[src/rtl/vector_sweep_checker_pkg.sv]
// rtl/vector_sweep_checker_pkg.sv - state encodings and defaults shared by the sweep checker
package vector_sweep_checker_pkg;

  typedef enum logic [1:0] {
    VS_IDLE  = 2'd0,
    VS_DRIVE = 2'd1,
    VS_DONE  = 2'd2
  } vs_state_e;

  localparam int VS_DEFAULT_HOLD = 20;

endpackage

[src/rtl/vector_sweep_checker_sweep_timer.sv]
// rtl/vector_sweep_checker_sweep_timer.sv - HOLD-cycle counter with clear and terminal count
module sweep_timer
  import vector_sweep_checker_pkg::*;
#(
  parameter int HOLD = VS_DEFAULT_HOLD
) (
  input  logic clk,
  input  logic rst_n,
  input  logic clr,
  input  logic en,
  output logic tc
);

  localparam int CW = (HOLD > 2) ? $clog2(HOLD) : 1;

  logic [CW-1:0] count;

  assign tc = en && (count == CW'(HOLD - 1));

  always_ff @(posedge clk or negedge rst_n) begin
    if (!rst_n) begin
      count <= '0;
    end else if (clr) begin
      count <= '0;
    end else if (en) begin
      count <= tc ? '0 : count + CW'(1);
    end
  end

endmodule

[config.mk]
export PLATFORM = sky130hd
export DESIGN_NAME = sweep_timer
export DESIGN_NICKNAME = d
export VERILOG_FILES = /design/src/rtl/vector_sweep_checker_pkg.sv /design/src/rtl/vector_sweep_checker_sweep_timer.sv
export SDC_FILE = /design/constraint.sdc
export NUM_CORES = 1
export LEC_CHECK = 0
export CORE_AREA = 2 2 39 41
export CTS_BUF_LIST = sky130_fd_sc_hd__clkbuf_2
export DETAILED_ROUTE_END_ITERATION = 10
export DIE_AREA = 0 0 41 43
export PLACE_DENSITY_LB_ADDON = 0.2
export SETUP_SLACK_MARGIN = 0.2
export SYNTH_ARGS = -nofsm -noshare
export SYNTH_HDL_FRONTEND = slang
export SYNTH_SLANG_ARGS = --single-unit
[constraint.sdc]
create_clock -name clk -period 1.58 [get_ports clk]
set_input_delay 0.316 -clock clk [delete_from_list [all_inputs] [get_ports clk]]
set_output_delay 0.316 -clock clk [all_outputs]
set_load 0.05 [all_outputs]
==> impl_metrics.toml, run 1 <==
[outcome]
status = "finished, final reports clean"

[timing]
fin_crit_ns = 1.56
fin_skew_ns = 0.000671
max_freq_ghz = 0.643
maxSlewViolCount = 0
fin_ws_ns = 0.0250
setup-violations-final = 0
worst_slew_pin_slew_ns = 0.224
hold_viol = 0
min_period_over_period_pct = 98.4
rsz0062_at_grt = "true"
relSlewSlack_pct = 85.0

[yosys]
synthTopCellsByArea = "dfrtp_1 (46%), nor3b_4 (6.9%), xor2_1 (6.5%), ha_1 (4.6%), nor2b_1 (4.6%)"
synth_area_leader_cell = "dfrtp_1"
ys_seq_elements = 5
synth.avg_cell_area_sq_um = 10.8
synth_top_area_share_pct = 46.3
async_reset_ff_share_pct = 100
synth_area_sq_um = 270
synth_cell_types = 15
yosys_warnings = 0
synthFlopType = "dfrtp_1"
seq_area_frac_synth_pct = 46.3
syn_nets = 30
synth_edf_count = 0
synth_cells = 25

[final_layout]
regMostFlops = "count"
finalNetCount = 48
diodes = 0
area_growth_pct = 60.6
drive_gt1_share_pct = 47.6
largest_register_ffs = 5
multiInputGateArea_sq_um = 153
register_area_sq_um = 125
top_regs = "count (5)"
fillers = 150
final_cells = 58

[grt]
grt_util_met1_pct = 9.57
grt_pass1_wl_um = 993
grtUsageMet3_pct = 1.57
grt_max_degree = 6
grt.overflow.total = 0
antenna_found_initial = 0
gr-max-usage-layer = "met2"
grt_pass1_vias = 270
track_usage_pct = 8.81
met2_usage_pct = 13.4

[critical_path]
arrival_ns = 1.24
worstReg2RegEnd = "count[0]"
critPathRequiredTime_ns = 1.26
r2r.worst_path.cells = 6
ff2ff_setup_slack_ns = 0.31
start_kind = "register"
path_max_fanout = 2
startpoint = "count[0]"
cp-end-kind = "primary output"
crit_type = "reg -> out"
r2r_start = "count[0]"

[pwr]
power.density_nw_per_um2 = 670
leakagePower_nw = 0.203
vdd_ir_drop_max_v = 0.000268

[detailed_routing]
drtIter0Drc = 3
vias_per_cell = 4.07
antenna_left = 0
first_pass_iters = 2
wl_um = 620
dr_total_vias = 236
drc = 0
drt-wirelength-per-cell_um = 10.7

[clock_tree]
root_buffer = "clkbuf_2"
clock_path_buffers = 2
path_clk_slew_ns = 0.05
numCtsBuffers = 3
postCtsHoldBufs = 0
worstSkewPairLatency_ns = 0.21
h-tree-depth = 1
cts_tree = "yes"
clkSinkCount = 5

[floorplan]
io_pins = 5
core_area_sq_um = 1380
die_x_um = 41
die_area_sq_um = 1760
initial_core_util_pct = 19.5
die_h_um = 43
rows = 14

[placed_design]
dpl_worst_slack_ns = -0.0593
place_inst = 49
portBuffers = 4
place_hpwl_um = 415
gp_congestion = 0.786

[flow_run]
drv.max_cap_violation_count = 0

[min_path]
min_path_type = "in -> async"
==> cell usage in the layout (no fill, tap or decap) <==
| cell type | n |
|---|---|
| buf_4 | 9 |
| dfrtp_1 | 5 |
| clkbuf_2 | 4 |
| nor2_1 | 3 |
| xor2_1 | 2 |
| o21ai_0 | 2 |
| clkdlybuf4s50_1 | 2 |
| nand2_2 | 1 |
| nor2b_2 | 1 |
| nor3b_4 | 1 |
| nand4_1 | 1 |
| nor2b_1 | 1 |
| and4b_2 | 1 |
| a21oi_1 | 1 |
| nor3_1 | 1 |
| mux2i_1 | 1 |
| or3b_1 | 1 |
| nand2_1 | 1 |
| o21ai_2 | 1 |
| ha_2 | 1 |
| dlygate4sd2_1 | 1 |
| buf_12 | 1 |
==> cell families (layout without fill, tap and decap cells) <==
| logic type | count (synthesis) | count (layout) | share of synthesized area, % |
|---|---|---|---|
| AND/OR/NAND/NOR | 12 | 12 | 30.1 |
| adder cells (fa/ha/maj) | 1 | 1 | 4.63 |
| flip-flops | 5 | 5 | 46.3 |
| AO/OA/AOI/OAI | 4 | 4 | 8.80 |
| XOR/XNOR | 2 | 2 | 6.48 |
| buffers and inverters | 0 | 17 | 0 |
| multiplexers | 1 | 1 | 3.70 |
==> Yosys cell counts (2+ instances only) <==
master / number
dfrtp_1: 5
nand2_1: 2
nor2_1: 3
nor2b_1: 2
o21ai_0: 2
xor2_1: 2
==> layout make-up <==
cell class                 count  share of cell area, %
clock buffer                   4                   4.61
sequential                     5                   28.8
tap                           16                   4.61
timing repair buffer          13                   26.8
multi-input combinational     20                   35.2
==> metrics by stage <==
step | total power [mW] | setup TNS, ns | hold slack (ns) | cell area, sq um | util (%)
after floorplan | 0.149 | 0 | 0.0204 | 273 | -
after CTS | 0.300 | 0 | 0.308 | 432 | 31.2
final | 0.291 | 0 | 0.321 | 434 | 31.4
after global placement | 0.168 | -0.0682 | 0.520 | 373 | 26.9
after detailed placement | 0.170 | -0.0593 | 0.537 | 373 | 26.9
after global routing | 0.308 | -0.0204 | 0.324 | 434 | 31.4
==> worst max-delay path: stages, from the launching register on <==
cell and delay [ns]:
dfrtp_1 0.36, ha_2 0.19, nand2_2 0.07, nor3b_4 0.23, buf_12 0.17
==> how the worst max path moves through the flow <==
stage	endpoint	slack, ns	cells past startpoint
6_report	tc	0.02	4
5_1_grt	tc	-0.02	4
4_1_cts	tc	0.03	4
3_5_place_dp	tc	-0.06	4
3_3_place_gp	tc	-0.07	4
2_1_floorplan	tc	0.1	3
==> power by group <==
part           total, mW  internal (mW)  switching (mW)  leakage [nW]
clock network      0.116         0.0670          0.0495        0.0166
logic             0.0388         0.0219          0.0169         0.118
registers          0.136          0.133         0.00297        0.0684
==> layer usage <==
| metal | share of wire [%] | vias to the layer above |
|---|---|---|
| li1 | - | 122 |
| met1 | 45 | 110 |
| met2 | 52 | 4 |
| met3 | 2.6 | 0 |
| met4 | 0 | 0 |
| met5 | 0 | - |
==> repair_timing <==
item | in CTS | in global routing
setup buffers | 5 | 0
hold endpoints to repair | 0 | 0
setup endpoints to repair | 1 | 1
cloned | 0 | 0
pin swaps | 2 | 0
resized for setup | 2 | 1
(Power assumes the default switching activity.)
==> inputs of run 2 (changes only) <==
Settings changed: SLEW_MARGIN set to 25.
==> results of run 2 <==
Final layout, timing and power as in run 1 (identical DEF).
==> inputs of run 3 (changes only) <==
==> constraint.sdc (replaced) <==
create_clock -name clk -period 1.58 [get_ports clk]
set_input_delay 0.237 -clock clk [delete_from_list [all_inputs] [get_ports clk]]
set_output_delay 0.237 -clock clk [all_outputs]
set_load 0.05 [all_outputs]
==> impl_metrics.toml, run 3 (same netlist as run 1, synthesis figures left out) <==
[detailed_routing]
first_pass_iters = 3
wl_um = 524
drtIter0Drc = 3
vias_per_cell = 4.13
dr_total_vias = 231
drc = 0
antenna_left = 0
drt-wirelength-per-cell_um = 9.36

[placed_design]
gp_congestion = 0.729
dpl_worst_slack_ns = 0.0823
place_hpwl_um = 403
portBuffers = 4
place_inst = 48
placed_cell_area_sq_um = 365

[critical_path]
cp-end-kind = "primary output"
critPathRequiredTime_ns = 1.34
start_kind = "register"
path_max_fanout = 2
slowest_stage = "dfrtp_1"
cp_num_buf_inv = 1
cpPeakStageDelay_ns = 0.39
crit_type = "reg -> out"
crit_chain = "ha_4 > nand2_4 > nor3b_4 > buf_12"
crit_family = "flip-flops"
arrival_ns = 1.23

[timing]
fin_skew_ns = 0.00419
max_freq_ghz = 0.683
maxSlewViolCount = 0
rsz0062_at_grt = "true"
hold_viol = 0
worst_slew_pin_slew_ns = 0.228
timing.hold.ws_ns = 0.248
fin_crit_ns = 1.46
relSlewSlack_pct = 84.7
fin_tns_setup_ns = 0
setup-violations-final = 0
min_period_over_period_pct = 92.7
fin_ws_ns = 0.115

[min_path]
min_path_type = "in -> async"

[final_layout]
layout_common_cells = "buf_4 (7), dfrtp_1 (5), clkbuf_2 (4)"
area_growth_pct = 61.1
finalNetCount = 46
final_cells = 56
layout.cells.most_common = "buf_4"
regMostFlops = "count"
largest_register_ffs = 5
top_regs = "count (5)"
fin_area_sq_um = 435
diodes = 0
drive_gt1_share_pct = 42.5
fin_util_pct = 31.5
fillers = 150

[clock_tree]
worstSkewPairLatency_ns = 0.21
numCtsBuffers = 3
clkSinkCount = 5
path_clk_slew_ns = 0.05
clock_path_buffers = 2
postCtsHoldBufs = 0
h-tree-depth = 1
cts_tree = "yes"
root_buffer = "clkbuf_2"

[grt]
grt.overflow.total = 0
grt_pass1_vias = 227
grt_max_degree = 6
grt_pass1_wl_um = 917
track_usage_pct = 8.08
antenna_found_initial = 0

[pwr]
vdd_ir_drop_max_v = 0.000394
leakagePower_nw = 0.210
power.density_nw_per_um2 = 666
p_total_uw = 290

[floorplan]
die_area_sq_um = 1760
core_area_sq_um = 1380
initial_core_util_pct = 19.5
io_pins = 5
die_x_um = 41
die_h_um = 43
rows = 14

[outcome]
status = "finished, final reports clean"

[flow_run]
drv.max_cap_violation_count = 0
## run 3: cell count changes in the layout (fill, tap and decap cells not counted), sizes merged
| cell | previous run | this run |
|---|---|---|
| dlygate4sd2 | 1 | 0 |
| dlymetal6s2s | 0 | 1 |
| buf | 10 | 8 |
## run 3: where the power goes
part | internal [mW] | switching (mW)
clock network | 0.0670 | 0.0459
logic | 0.0232 | 0.0161
registers | 0.133 | 0.00493
total | 0.223 | 0.0669
## run 3: worst register-to-register path: stages, from the launching register on
cell and delay (ns):
dfrtp_1 0.39, ha_4 0.16, nand2_4 0.06, nor3b_4 0.25
buf_4 0.15, buf_4 0.11, o21ai_2 0.05
## run 3: worst paths after layout
path                       startpoint  endpoint  slack, ns  depth (start not counted)
max                          count[0]        tc       0.12                          4
min                             rst_n  count[3]       0.25                          1
max reg2reg                  count[0]  count[0]       0.31                          6
min reg2reg                  count[4]  count[4]       0.55                          2
max in group asynchronous       rst_n  count[0]       1.14                          1
min in group clk                   en  count[1]       0.53                          4
## run 3: routing by layer
layer  up-vias  routed length, um  GRT usage, %
met1       105                254          10.2
li1        120                  -             -
met4         0                  0          6.00
met2         6                243          9.69
met3         0                 26          4.71
met5         -                  0             0
## run 3: layout make-up
class,count,area [sq um],share of cell area [%]
clock buffers,4,20.0,4.60
multi-input cells,20,165,37.9
flip-flops and latches,5,125,28.7
well taps,16,20.0,4.60
repair buffers,11,105,24.1
## run 3: timing repair
item,CTS,global route
setup endpoints to repair,1,1
pin swaps,3,2
resized for setup,2,2
setup buffers,4,0
==> RTL change 1: new RTL, flow settings as in run 1 <==
Compare `count` against `CW'(HOLD - 1)` with >= in place of ==.
--- a/src/rtl/vector_sweep_checker_sweep_timer.sv
+++ b/src/rtl/vector_sweep_checker_sweep_timer.sv
@@ -15,7 +15,7 @@
 
   logic [CW-1:0] count;
 
-  assign tc = en && (count == CW'(HOLD - 1));
+  assign tc = en && (count >= CW'(HOLD - 1));
 
   always_ff @(posedge clk or negedge rst_n) begin
     if (!rst_n) begin
Function: no difference found for any inputs over 10 cycles, from zero or initial values and one cycle with rst_n low; that may be too few to reach the edited logic, so the function may still have changed.
==> RTL change 1 against run 1 <==
Sequential cell count stayed put. Worst setup slack worse by 0.068 ns. Wire length grew 8.4%. Clock skew rose by 0.0014 ns. Final area up 10%. Worst hold slack lost 0.0037 ns. Die area did not move. The flow now finishes with violations (negative setup slack). Area after synthesis up 6.5%. Total power is 6.6% higher. Critical path depth did not move.
==> RTL change 1: results (changes against run 1) <==
* Synth Area in XOR/XNOR at 0 (-0.0648)
* Worst Slack Setup Final at -0.0432 ns (-0.0682 ns)
* Hold slack final at 0.317 ns (-0.00374 ns)
* Global routing usage on met2 at 0.156 (+0.0219)
* Share of synthesized registers carrying an async set or reset at 1.00 (unchanged)
* Gr usage total at 0.102 (+0.0140)
* Routed WL at 672 um (+8.4%)
* Final Core Density at 0.345 (+0.0316)
* Status: finished, violations left
* Switching pwr at 0.0780 mW (+12%)
* Slew HR at 0.794 (-0.0564)
* Synth Area in Adders at 0.0435 (-0.00282)
* Critical Path Fanout Max at 3 (+1)
* Max Root-Sink Buffers at 2 (unchanged)
* Routed met1 length at 255 um (-8.3%)
* Final setup fails at 1 (+1)
* Fraction of layout cells with a size suffix above 1 at 0.476 (unchanged)
* First-pass DRT Iterations at 4 (+2)
* Final RePlAce weighted congestion at 0.750 (-4.6%)
* Met2 WL at 359 um (+10%)
* Synth area leaders: dfrtp_1 43%, nand3b_1 7.8%, or2b_1 5.2%, ha_1 4.3%, nand2b_1 4.3%
* GR Util met3 at 0.0262 (+0.0105)
* Number of fill cells at 152 (+1.3%)
* Metal3 WL at 36 um (+130%)
* Netlist cell types at 18 (+3)
* Critical path arrival at 1.31 ns (+0.07 ns)
* Reg2Reg Setup Slack at 0.06 ns (-0.25 ns)
* Worst r2r path cells at 5 (-1)
* Post-synth top cells: 5 x dfrtp_1, 3 x nand3b_1
* Post-Place Cell Area at 418 sq um (+12%)
* Max layer used: met4
* Compound-gate portion of the synthesized area at 0.170 (+0.0816)
* First-pass GRT wire length at 1170 um (+17%)
* Mux cell area share after synthesis at 0.0348 (-0.00225)
* Worst Hold Class: in -> async
* Largest net degree at the start of global routing at 8 (+2)
* LEAKAGE at 0.190 nW (-6.5%)
* Dpl hpwl at 472 um (+14%)
* Vias at 280 (+19%)
* Peak supply drop at 258 uV (-3.8%)
* DRC Markers at 0 (unchanged)
* Post-Synthesis Net Count at 33 (+10%)
* Seq/Total Area, Yosys at 0.435 (-0.0282)
* Slowest CP cell: dfrtp_2
* Clk Latency, worst-skew pair at 0.21 ns (about the same)
* M1 GR Usage at 0.102 (+0.00593)
* Ant. Diodes at 0 (unchanged)
* Failing checks: negative setup slack
* Crit path largest cell delay at 0.45 ns (+0.09 ns)
* Worst Skew at 0.00204 ns (+0.00136 ns)
* Vias in the first global route at 293 (+8.5%)
* Capture point of the worst reg-to-reg path: count[3]
RTL change 1: repair_timing:
item | in CTS | in global routing
gates resized for setup | 0 | 3
setup endpoints to repair | 2 | 3
setup buffers | 2 | 2
pin swaps | 1 | 1
RTL change 1: cells by family (layout without fill, tap and decap cells):
group,count (synthesis),count (layout)
adder cells (fa/ha/maj),1,1
buffers and inverters,1,15
multiplexers,1,1
AND/OR/NAND/NOR,13,13
AO/OA/AOI/OAI,7,7
flip-flops,5,5
RTL change 1: worst max path at each step:
| stage | slack (ns) | start | depth (start not counted) | endpoint |
|---|---|---|---|---|
| after floorplan | 0.26 | count[0] | 3 | tc |
| after CTS | -0.08 | count[1] | 4 | tc |
| final | -0.04 | count[0] | 4 | tc |
| after global routing | -0.11 | count[0] | 4 | tc |
| after detailed placement | 0.01 | en | 3 | count[3] |
| after global placement | -0.02 | en | 3 | count[3] |
RTL change 1: power by group through the flow:
stage,combinational [mW],sequential (mW),clock (mW)
final,0.0509,0.143,0.117
after global routing,0.0559,0.143,0.135
after CTS,0.0457,0.142,0.126
after detailed placement,0.0389,0.146,0
after global placement,0.0379,0.146,0
after floorplan,0.0212,0.144,0
RTL change 1: per-stage QoR:
step	instances	TNS, ns	setup slack (ns)
finish	58	-0.0432	-0.0432
global route	58	-0.127	-0.105
CTS	56	-0.0812	-0.0812
detailed placement	50	0	0.0141
global placement	50	-0.0176	-0.0176
floorplan	28	0	0.264
RTL change 1: final cells by class:
class / count / area share
multi-input combinational: 22 / 0.424
timing repair buffer: 11 / 0.223
sequential: 5 / 0.270
tap: 16 / 0.0419
clock buffer: 4 / 0.0419
RTL change 1: worst reg2reg max path: cells and delay by family, from the launching register on:
family          cells  cell delay (ns)
flops               1             0.43
simple gates        2             0.57
compound gates      1             0.21
buf+inv             2             0.23
==> RTL change 2: new RTL, settings of run 1 <==
Made on the original files. Set the package constant `VS_DEFAULT_HOLD` to 30 (it was 20).
--- a/src/rtl/vector_sweep_checker_pkg.sv
+++ b/src/rtl/vector_sweep_checker_pkg.sv
@@ -7,7 +7,7 @@
     VS_DONE  = 2'd2
   } vs_state_e;
 
-  localparam int VS_DEFAULT_HOLD = 20;
+  localparam int VS_DEFAULT_HOLD = 30;
 
 endpackage
 
Check against the original RTL: no difference found for any inputs over 10 cycles, from zero or initial values and one cycle with rst_n low; that may be too few to reach the edited logic, so the function may still have changed.
==> RTL change 2 against run 1 <==
Sequential share of layout area is 0.34 points higher. Worst setup slack better by 0.11 ns. Wire length is 9.4% lower. Area after synthesis is 6.9% higher. Total power is 3.3% higher. Highest routed layer unchanged. Final area is 1.2% lower. Sequential cell count stayed put. Via count is 1.3% higher.
==> RTL change 2: results (changes against run 1) <==
* Status: finished clean
* Share of synthesized registers carrying an async set or reset at 1.00 (unchanged)
* Final nets at 48 (unchanged)
* Routed WL at 562 um (-9.4%)
* Slew HR at 0.840 (-0.0103)
* Largest net degree at the start of global routing at 6 (unchanged)
* Seq/Total Area, Yosys at 0.433 (-0.0301)
* Peak supply drop at 235 uV (-12%)
* Capture point of the worst reg-to-reg path: count[4]
* Vias in the first global route at 259 (-4.1%)
* First-pass GRT wire length at 1070 um (+7.7%)
* Post-Place Cell Area at 374 sq um (+0.34%)
* Gr usage total at 0.0948 (+0.00670)
* Critical path arrival at 1.12 ns (-0.12 ns)
* RR Startpoint: count[0]
* Top reg by flops: count
* Post-synth top flop: dfrtp_1
* GR Util met3 at 0.0157 (unchanged)
* Worst Skew at 0.00148 ns (+0.000810 ns)
* LEAKAGE at 0.216 nW (+6.4%)
* M1 GR Usage at 0.117 (+0.0216)
* Fraction of layout cells with a size suffix above 1 at 0.415 (-0.0616)
* Root Buffer: clkbuf_2
* CP delay by family, top: flip-flops
* Post-CTS sizing at 3 (+1)
* DR iter-0 viols at 0 (-3)
* Netlist cell types at 15 (unchanged)
* Hold slack final at 0.328 ns (+0.00725 ns)
* Pre-CTS setup slack at -0.0630 ns (-0.00367 ns)
* Global routing usage on met2 at 0.125 (-0.00937)
* Initial antenna violation count at 0 (unchanged)
* Post-synth top cells: 5 x dfrtp_1, 3 x nand2_1, 3 x nor2_1
* Post-CTS setup buffers at 3 (-2)
* Clk slew on worst S/H paths at 0.05 ns (about the same)
* Post-Synthesis Net Count at 33 (+10%)
* Worst r2r path cells at 5 (-1)
* Routed vias/inst at 4.19 (+3.0%)
* Synth area leaders: dfrtp_1 43%, ha_1 8.7%, a31o_4 6.1%, o21ai_2 6.1%, xor2_1 6.1%
* Synth Warn # at 0 (unchanged)
* Crit path largest cell delay at 0.37 ns
* Final RePlAce weighted congestion at 0.747 (-4.9%)
* Dpl hpwl at 429 um (+3.4%)
* Number of fill cells at 154 (+2.7%)
* Reg2Reg Setup Slack at 0.29 ns (-0.02 ns)
* First-pass DRT Iterations at 1 (-1)
[RTL change 2: report_power, final]
part / switching, mW / internal (mW) / total (mW)
Clock: 0.0488 / 0.0670 / 0.116
Combinational: 0.0216 / 0.0281 / 0.0497
Sequential: 0.00260 / 0.133 / 0.135
[RTL change 2: cell families after synthesis]
logic type / Yosys count / synth area share
AO/OA/AOI/OAI: 5 / 0.173
XOR/XNOR: 2 / 0.0606
adder cells (fa/ha/maj): 2 / 0.0866
buffers and inverters: 1 / 0.0130
flip-flops: 5 / 0.433
AND/OR/NAND/NOR: 12 / 0.234
[RTL change 2: worst max path at each step]
| stage | from | cells after the start | endpoint | slack, ns |
|---|---|---|---|---|
| global placement | en | 4 | tc | -0.06 |
| detailed placement | en | 4 | tc | -0.06 |
| finish | count[1] | 4 | tc | 0.14 |
| CTS | count[1] | 4 | tc | 0.11 |
| global route | count[1] | 4 | tc | 0.06 |
| floorplan | count[1] | 3 | tc | 0.30 |
[RTL change 2: per-stage QoR]
| step | cells | power [mW] |
|---|---|---|
| 4_1_cts | 56 | 0.310 |
| 5_1_grt | 57 | 0.329 |
| 3_3_place_gp | 49 | 0.175 |
| 6_report | 57 | 0.301 |
| 3_5_place_dp | 49 | 0.175 |
| 2_1_floorplan | 27 | 0.157 |
[RTL change 2: layout make-up]
cell class / instances / area [sq um] / share of cell area
inverters: 1 / 3.75 / 0.00875
well taps: 16 / 20.0 / 0.0466
repair buffers: 10 / 93.8 / 0.219
clock buffers: 4 / 20.0 / 0.0466
multi-input cells: 21 / 166 / 0.388
flip-flops and latches: 5 / 125 / 0.292
[RTL change 2: metal layers]
metal  share of wire  wire [um]
met1            0.45        251
met2            0.52        295
met3           0.028         16
met4               0          0
met5               0          0
